File: config.mk
export PLATFORM = sky130hd
export DESIGN_NAME = pipe_skid_stage
export DESIGN_NICKNAME = d
export VERILOG_FILES = /design/src/rtl/pipe_pkg.sv /design/src/rtl/sat_counter.sv /design/src/rtl/pipe_skid_stage.sv
export SDC_FILE = /design/constraint.sdc
export NUM_CORES = 1
export LEC_CHECK = 0
export BUFFER_PORTS_ARGS = -buffer_cell sky130_fd_sc_hd__buf_4
export CORE_ASPECT_RATIO = 1.25
export CORE_MARGIN = 2
export CORE_UTILIZATION = 46
export DETAILED_ROUTE_END_ITERATION = 7
export GPL_TIMING_DRIVEN = 0
export PLACE_DENSITY = 0.76
export SLEW_MARGIN = 0
export SYNTH_ARGS = -nofsm -noshare
export SYNTH_HDL_FRONTEND = slang
export SYNTH_SLANG_ARGS = --single-unit
File: constraint.sdc
create_clock -name clk -period 2.2 [get_ports clk]
set_clock_uncertainty 0.2 [all_clocks]
set_input_delay 0.44 -clock clk [delete_from_list [all_inputs] [get_ports clk]]
set_output_delay 0.44 -clock clk [all_outputs]
set_load 0.02 [all_outputs]
File: src/rtl/pipe_pkg.sv
// Shared definitions for pipeline staging logic.
//   skid_state_t : occupancy-encoded state of a two-entry skid stage
//   NOP_WORD     : instruction word used as the bubble payload
package pipe_pkg;

    typedef enum logic [1:0] {
        EMPTY = 2'd0,
        ONE   = 2'd1,
        FULL  = 2'd2
    } skid_state_t;

    localparam logic [15:0] NOP_WORD = 16'hF000;

endpackage

File: src/rtl/sat_counter.sv
// Saturating up-counter.
//   clk     : clock
//   reset_n : synchronous active-low reset, clears count
//   inc     : advance by one unless already at all-ones
//   count   : current value
module sat_counter #(
    parameter int W = 16
) (
    input  logic         clk,
    input  logic         reset_n,
    input  logic         inc,
    output logic [W-1:0] count
);

    always_ff @(posedge clk) begin
        if (!reset_n) begin
            count <= '0;
        end else if (inc && (count != {W{1'b1}})) begin
            count <= count + W'(1);
        end
    end

endmodule

File: src/rtl/pipe_skid_stage.sv
// Two-entry skid buffer pipeline stage with registered ready/valid.
//   clk, reset_n       : clock, synchronous active-low reset
//   flush              : drop everything held and the incoming payload
//   in_valid/in_ready  : upstream handshake, in_data payload
//   out_valid/out_ready: downstream handshake, out_data payload (BUBBLE when empty)
//   occupancy          : number of held payloads (0..2)
//   stall_cycles       : saturating count of cycles with out_valid & !out_ready
//
// state | meaning
// EMPTY | nothing held, main = skid = BUBBLE
// ONE   | main holds the oldest payload, skid = BUBBLE
// FULL  | main holds the oldest, skid the next; upstream is stalled
module pipe_skid_stage
    import pipe_pkg::*;
#(
    parameter int               WIDTH  = 16,
    parameter logic [WIDTH-1:0] BUBBLE = WIDTH'(NOP_WORD),
    parameter int               CNT_W  = 16
) (
    input  logic             clk,
    input  logic             reset_n,
    input  logic             flush,
    input  logic             in_valid,
    output logic             in_ready,
    input  logic [WIDTH-1:0] in_data,
    output logic             out_valid,
    input  logic             out_ready,
    output logic [WIDTH-1:0] out_data,
    output logic [1:0]       occupancy,
    output logic [CNT_W-1:0] stall_cycles
);

    skid_state_t      state_q, state_d;
    logic [WIDTH-1:0] main_q, main_d;
    logic [WIDTH-1:0] skid_q, skid_d;
    logic             in_ready_q, out_valid_q;
    logic             accept, pop;

    assign accept = in_valid & in_ready_q;
    assign pop    = out_valid_q & out_ready;

    always_ff @(posedge clk) begin
        if (!reset_n) begin
            state_q     <= EMPTY;
            main_q      <= BUBBLE;
            skid_q      <= BUBBLE;
            in_ready_q  <= 1'b1;
            out_valid_q <= 1'b0;
        end else begin
            state_q     <= state_d;
            main_q      <= main_d;
            skid_q      <= skid_d;
            // Handshake flags are registered copies of the next-state decode
            // so neither depends combinationally on this cycle's inputs.
            in_ready_q  <= (state_d != FULL);
            out_valid_q <= (state_d != EMPTY);
        end
    end

    always_comb begin
        state_d = state_q;
        main_d  = main_q;
        skid_d  = skid_q;
        if (flush) begin
            state_d = EMPTY;
            main_d  = BUBBLE;
            skid_d  = BUBBLE;
        end else begin
            unique case (state_q)
                EMPTY: begin
                    if (accept) begin
                        state_d = ONE;
                        main_d  = in_data;
                    end
                end
                ONE: begin
                    if (accept && !pop) begin
                        state_d = FULL;
                        skid_d  = in_data;
                    end else if (pop && !accept) begin
                        state_d = EMPTY;
                        main_d  = BUBBLE;
                    end else if (pop && accept) begin
                        main_d  = in_data;
                    end
                end
                FULL: begin
                    if (pop) begin
                        state_d = ONE;
                        main_d  = skid_q;
                        skid_d  = BUBBLE;
                    end
                end
                default: begin
                    state_d = EMPTY;
                    main_d  = BUBBLE;
                    skid_d  = BUBBLE;
                end
            endcase
        end
    end

    sat_counter #(
        .W(CNT_W)
    ) u_stall_cnt (
        .clk    (clk),
        .reset_n(reset_n),
        .inc    (out_valid_q & ~out_ready & ~flush),
        .count  (stall_cycles)
    );

    assign in_ready  = in_ready_q;
    assign out_valid = out_valid_q;
    assign out_data  = main_q;
    assign occupancy = state_q;

endmodule

## Word-level counts from Yosys, hierarchy flattened

Index checks and enable logic that the tools add are counted.

- Flip-flop bits (word level): 52
- Word-level logic and storage cells: 50

- Reduce and logical (&&, ||, !) cells: 11
- Bitwise operators: 8
- Add/subtract/negate cells: 1
- Eq/ne operators: 9
- Mux-type cells: 15

Operators by type and width:

| kind | number |
|---|---|
| $mux W16 | 7 |
| $pmux W16 S3 | 2 |
| $add A16 B1 Y16 const B | 1 |
| $ne A16 B16 Y1 const B | 1 |
| $mux W2 | 5 |
| $ne A2 B2 Y1 const B | 5 |
| $pmux W2 S3 | 1 |
| $and A1 B1 Y1 | 4 |
| $logic_and A1 B1 Y1 | 4 |
| $not A1 Y1 | 4 |
| $reduce_and A4 Y1 | 1 |
| $ne A3 B3 Y1 const B | 1 |
| $reduce_and A3 Y1 | 1 |
| $eq A2 B1 Y1 const B | 1 |
| $eq A2 B2 Y1 const B | 1 |
| $logic_not A1 Y1 | 2 |
| $logic_not A2 Y1 | 1 |
| $reduce_bool A2 Y1 | 1 |
| $reduce_or A2 Y1 | 1 |

## Longest topological paths before layout

Gate-level depths: netlist (run 1).

- Word-level depth: 8
- Gate-level depth with buffers: 6
- Gate-level depth less buffers: 5

## Cells and area by module

A second synthesis (run 1) with hierarchy kept.

- Cell total of the unflattened synthesis: 229
- Area total of the unflattened synthesis: 2272.2 um^2

Modules (own cells, without submodules):

| module | seq. area each (um^2) | times used | cells an instance | area each (um^2) |
|---|---|---|---|---|
| pipe_skid_stage | 720.7 | 1 | 132 | 1435.1 |
| sat_counter | 320.3 | 1 | 97 | 837.1 |

## Worst setup path after synthesis (run 1)

OpenSTA, ideal clock, no wires.

- Path type: register to register
- Start point: register u_stall_cnt.count[4]
- End point: register u_stall_cnt.count[14]
- Data arrival time: 1722 ps
- Slack: 142 ps
- Setup time: 135 ps
- Stages on the path, launching flop included: 5
- Path buffers: 0
- Path through: dfxtp_1 nand4_2 or4_1 o311ai_0 o41ai_1

- Cells in the longest elaborated chain, start to end: 2
- Elaborated cells on any way between the ends: 3

RTL lines:

| item | RTL line | source |
|---|---|---|
| start, declared | sat_counter.sv:12 | `output logic [W-1:0] count` |
| start signal, assigned | sat_counter.sv:19 | `count <= count + W'(1);` |
| branches (longest 2 deep; another with $add A16 B1 Y16) | -- |  |

Parallel ways; which one is timed is not known.
A chain may end at the register's enable or synchronous reset.

## Worst setup path after layout (run 1)

- Start point: register u_stall_cnt.count[5]
- End point: register u_stall_cnt.count[14]

The elaborated chain is that of the path after synthesis.

==> run metrics, run 1 <==
Worst slew margin=46.8%; Peak Freq=0.475 GHz; via/cell ratio=6.08; power per cell area=574 nW/um^2; mapped cell area=2490 sq um; share of layout cells above drive strength 1=21.5%; Post-Syn Area per Cell=8.37 sq um; most used flip-flop cell after synthesis=dfxtp_1; Max VDD drop=0.358 mV; ys async rst share=0%; number of I/O pins=57; n_diodes=0; Synth area leaders=dfxtp_1 (42%), a21oi_1 (8.2%), o21ai_0 (4.8%); htree depth=2; #FFs+latches synth=52; placed cells=418; placed inst area=2990 sq um; worst slew pin tran=0.792 ns; Yosys top cell by area=dfxtp_1; routed wire length=6730 um; core box area=5330 sq um; GRT overflow=0; Hold Crit Class=input port to flip-flop; CP Data Arrival Time=2.09 ns; fillers=511; Hold-fix buffers, CTS=0; Die ar.=6030 sq um; max cap viols=0; post-route cell area=3120 sq um; Post-CTS Setup Repair Bufs=0; Syn Inst Count=298; Final setup viols=0; Critical Path End Type=flip-flop; FP Rows=30; pin count of the biggest net entering global routing=17; Yosys top cell area share=41.7%; period utilization=95.8%; Die Height=86.3 um; Final Slew Violations=0; Port-buffer cells=56; Initial Utilization=46.8%; Total GRT Usage=21.6%; outcome=finished clean; overall power=1790 uW; Clk Latency, worst-skew pair=0.30 ns; via count=2591; CTS Buf Count=5; Post-synth EDFFs=0; Post-Layout Cell Count=426; nets@finish=383; initial antenna violation count=0; worst-case clock buffer depth=2; Iteration-0 DRC Markers=210; register area share after synthesis=41.7%; CTS tree=built; Area growth syn-to-layout=25.2%; DRC=0; Synthesized Nets=320; vias in the first global route=2372; CTS clk-pin slew, worst paths=0.10 ns; crit path time final=2.11 ns; Leakage=0.00112 uW; CP Launch Type=flip-flop; CP Max Fanout=6; Post-CTS Resized=0; WP data required=2.18 ns; clock root buffer master=clkbuf_8; Final Hold Fails=0; clock sinks=52; detailed-placement wirelength estimate=4640 um; global-route wire length before repair=10700 um; wire per inst=15.8 um; Final ANT Viol Nets=0; DR pass1 iterations=4; hold_ws=0.204 ns; YS warnings=0; Netlist cell types=47; gpl congestion=0.895; critical path class=flip-flop to flip-flop; Die Width=69.9 um
worst max-delay path: stages (launching register included):
cell,delay (ns)
dfxtp_1,0.44
nand4_2,0.21
or4_1,0.63
o311ai_0,0.38
o41ai_1,0.13
cells in the final DEF (no fill, tap or decap), drive strengths merged, types with 11 or more instances in the layout:
master	Yosys	routed
clkbuf	22	28
a22o	11	11
dfxtp	52	52
o21ai	24	24
buf	1	57
nand4b	12	12
nor2	17	17
a21oi	41	41
nand2	24	24
a22oi	11	11
report_power, final:
part | switching, uW | internal, uW | total, uW
sequential | 12.3 | 958 | 970
clock | 326 | 255 | 581
combinational | 145 | 96.9 | 242
stage by stage:
step | util, % | setup slack, ns | setup TNS (ns)
floorplan | - | 0.142 | 0
global placement | 56.2 | -0.0419 | -0.375
detailed placement | 56.2 | -0.0826 | -0.928
CTS | 58.0 | 0.00785 | 0
global route | 58.6 | -0.00729 | -0.00729
finish | 58.6 | 0.0932 | 0
routing by layer:
layer,vias up,GRT usage [%],wire (um)
met4,0,8.92,129
met1,1227,27.7,2940
met5,-,0,0
met3,13,3.26,356
li1,1261,-,-
met2,90,36.5,3300
layout make-up:
| cell class | instances | area (sq um) | share of cell area, % |
|---|---|---|---|
| clock inverters | 2 | 15.0 | 0.481 |
| flip-flops and latches | 52 | 1040 | 33.4 |
| multi-input cells | 218 | 1370 | 43.9 |
| inverters | 5 | 18.8 | 0.601 |
| plain buffers | 23 | 91.3 | 2.93 |
| clock buffers | 6 | 82.6 | 2.65 |
| repair buffers | 56 | 420 | 13.5 |
| well taps | 64 | 80.1 | 2.57 |
cell families (layout without fill, tap and decap cells):
logic type	count (synthesis)	after routing	synth area share, %
compound gates	108	108	27.2
xor+xnor	1	1	0.351
fa+ha+maj	1	1	0.502
buf+inv	28	92	4.26
flops	52	52	41.7
mux	3	3	1.25
simple gates	105	105	24.7
registers in the layout, indices dropped and copies added (netlist names):
name               count
in_ready               1
skid_q                16
out_data              16
u_stall_cnt.count     16
out_valid              1
occupancy              2
Yosys cell counts (2+ instances only):
cell type,n
nand2b_1,4
o21ai_0,24
nand4b_1,12
dfxtp_1,52
a31oi_1,2
nand4_1,6
nor4_1,5
inv_1,4
mux2i_1,2
a22oi_1,11
or4_1,9
a21oi_1,41
o41ai_1,2
nor2_1,17
clkbuf_1,22
nand3_1,7
a22o_1,11
o311ai_0,2
nand2_1,24
nor3_1,7
o31ai_1,8
final timing paths:
path,startpoint,to,slack (ns),depth (start not counted)
setup / recovery,u_stall_cnt.count[5],u_stall_cnt.count[14],0.09,4
hold reg to reg,out_data[11],out_data[11],0.26,2
hold / removal,in_data[13],skid_q[13],0.20,3
setup reg to reg,u_stall_cnt.count[5],u_stall_cnt.count[14],0.09,4
Note: power is estimated with default switching activity, not from simulation.
==> inputs of run 2 (changes only) <==
--- a/config.mk
+++ b/config.mk
@@ -7,11 +7,10 @@
 export LEC_CHECK = 0
 export BUFFER_PORTS_ARGS = -buffer_cell sky130_fd_sc_hd__buf_4
 export CORE_ASPECT_RATIO = 1.25
-export CORE_MARGIN = 2
-export CORE_UTILIZATION = 46
+export CORE_UTILIZATION = 50
 export DETAILED_ROUTE_END_ITERATION = 7
 export GPL_TIMING_DRIVEN = 0
-export PLACE_DENSITY = 0.76
+export PLACE_DENSITY = 0.81
 export SLEW_MARGIN = 0
 export SYNTH_ARGS = -nofsm -noshare
 export SYNTH_HDL_FRONTEND = slang
==> run metrics, run 2 (synthesized netlist as in run 1, its figures left out) <==
core box area=4760 sq um; Reg2Reg Depth=5; n_diodes=0; Initial Utilization=52.3%; worst-case clock buffer depth=2; CP Data Arrival Time=2.12 ns; Fin Setup TNS=0 ns; via/cell ratio=6.26; outcome=finished clean; wire per inst=15.8 um; number of I/O pins=57; Die ar.=5280 sq um; worst slew pin tran=0.745 ns; nets@finish=383; most common cell after layout, fill and taps aside=buf_4; WP data required=2.24 ns; FP Rows=28; vias in the first global route=2373; Flop pwr share=54.6%; clock root buffer master=clkbuf_8; initial antenna violation count=0; logic gate share of total power=13.6%; CTS clk-pin slew, worst paths=0.09 ns; Internal Pwr Total=1310 uW; CP Max Fanout=10; Max VDD drop=0.378 mV; via count=2640; Clk Latency, worst-skew pair=0.31 ns; Final Hold Fails=0; post-route cell area=3110 sq um; met2 wire len=3260 um; uppermost layer routed=met4; most frequent cells in the layout=buf_4 (56), dfxtp_1 (50), a21oi_1 (41); Worst slew margin=49.9%; overall power=1780 uW; pin count of the biggest net entering global routing=15; CTS tree=built; share of layout cells above drive strength 1=20.7%; Total GRT Usage=26.3%; NetSw=466 uW; Final setup viols=0; CP Launch Type=flip-flop; Clk pwr share=31.8%; WL met3=413 um; crit path time final=2.08 ns; Critical Path End Type=flip-flop; Iteration-0 DRC Markers=215; period utilization=94.5%; global-route wire length before repair=10800 um; hold_ws=0.203 ns; Final ANT Viol Nets=0; Peak Freq=0.481 GHz; Area growth syn-to-layout=24.6%; placed cells=414; Hold Crit Class=input port to flip-flop; Die Width=65.2 um; RSZ-0062 raised after global routing=false; clock sinks=52; DR pass1 iterations=5; gpl congestion=0.840; placed inst area=2990 sq um; Die Height=81.0 um; max cap viols=0; DRC=0; Final Slew Violations=0; Port-buffer cells=56; M1 wire length=2820 um; routed wire length=6670 um; Cells on Worst Hold Path=3; GRT overflow=0; critical path class=flip-flop to flip-flop; htree depth=2; power per cell area=572 nW/um^2; CTS Buf Count=5; Leakage=0.00112 uW; detailed-placement wirelength estimate=4700 um; Post-Layout Cell Count=422; switching share of power=26.2%
run 2: changes by cell type in the layout (fill, tap and decap cells not counted), sizes merged:
cell,previous run,this run
clkbuf,28,30
clkinvlp,2,0
run 2: path summary, 6_finish.rpt:
check          startpoint                    end  slack (ns)
max             out_valid  u_stall_cnt.count[10]        0.12
min reg2reg  out_data[11]           out_data[11]        0.26
min           in_data[12]             skid_q[12]        0.20
max reg2reg     out_valid  u_stall_cnt.count[10]        0.12
run 2: power by group through the flow:
stage / clock network (uW) / logic [uW] / registers, uW
after global routing: 613 / 262 / 973
final: 566 / 241 / 970
after detailed placement: 0 / 233 / 992
after global placement: 0 / 230 / 991
after CTS: 580 / 234 / 970
after floorplan: 0 / 118 / 1010
run 2: worst max-delay path: stages (launching register included):
cell      delay (ns)
dfxtp_1         0.42
nor3b_4         0.31
nand3_1         0.16
clkbuf_1        0.25
or4_1           0.54
a21oi_1         0.15
run 2: what timing repair did:
| action | CTS | global route |
|---|---|---|
| hold endpoints to repair | 0 | 0 |
| buffers inserted | 0 | 0 |
| hold buffers | 0 | 0 |
| gates resized for setup | 0 | 8 |
| endpoints found under the setup margin | 0 | 31 |
run 2: per-layer routing:
metal,vias up,GRT usage [%]
met5,-,0
met4,0,12.8
met3,18,3.65
met2,110,46.0
met1,1256,31.2
li1,1256,-
run 2: area by class of cell:
type                       count  area, sq um
sequential                    52         1040
multi-input combinational    218         1370
timing repair buffer          56          420
inverter                       5         18.8
tap                           60         75.1
buffer                        23         90.1
fill                         428         1660
clock buffer                   8         90.1
run 2: through the flow:
step | utilization [%] | setup WS (ns)
global route | 65.2 | 0.0107
detailed placement | 62.7 | -0.0942
CTS | 64.6 | 0.00733
floorplan | - | 0.142
finish | 65.2 | 0.122
global placement | 62.7 | -0.0573
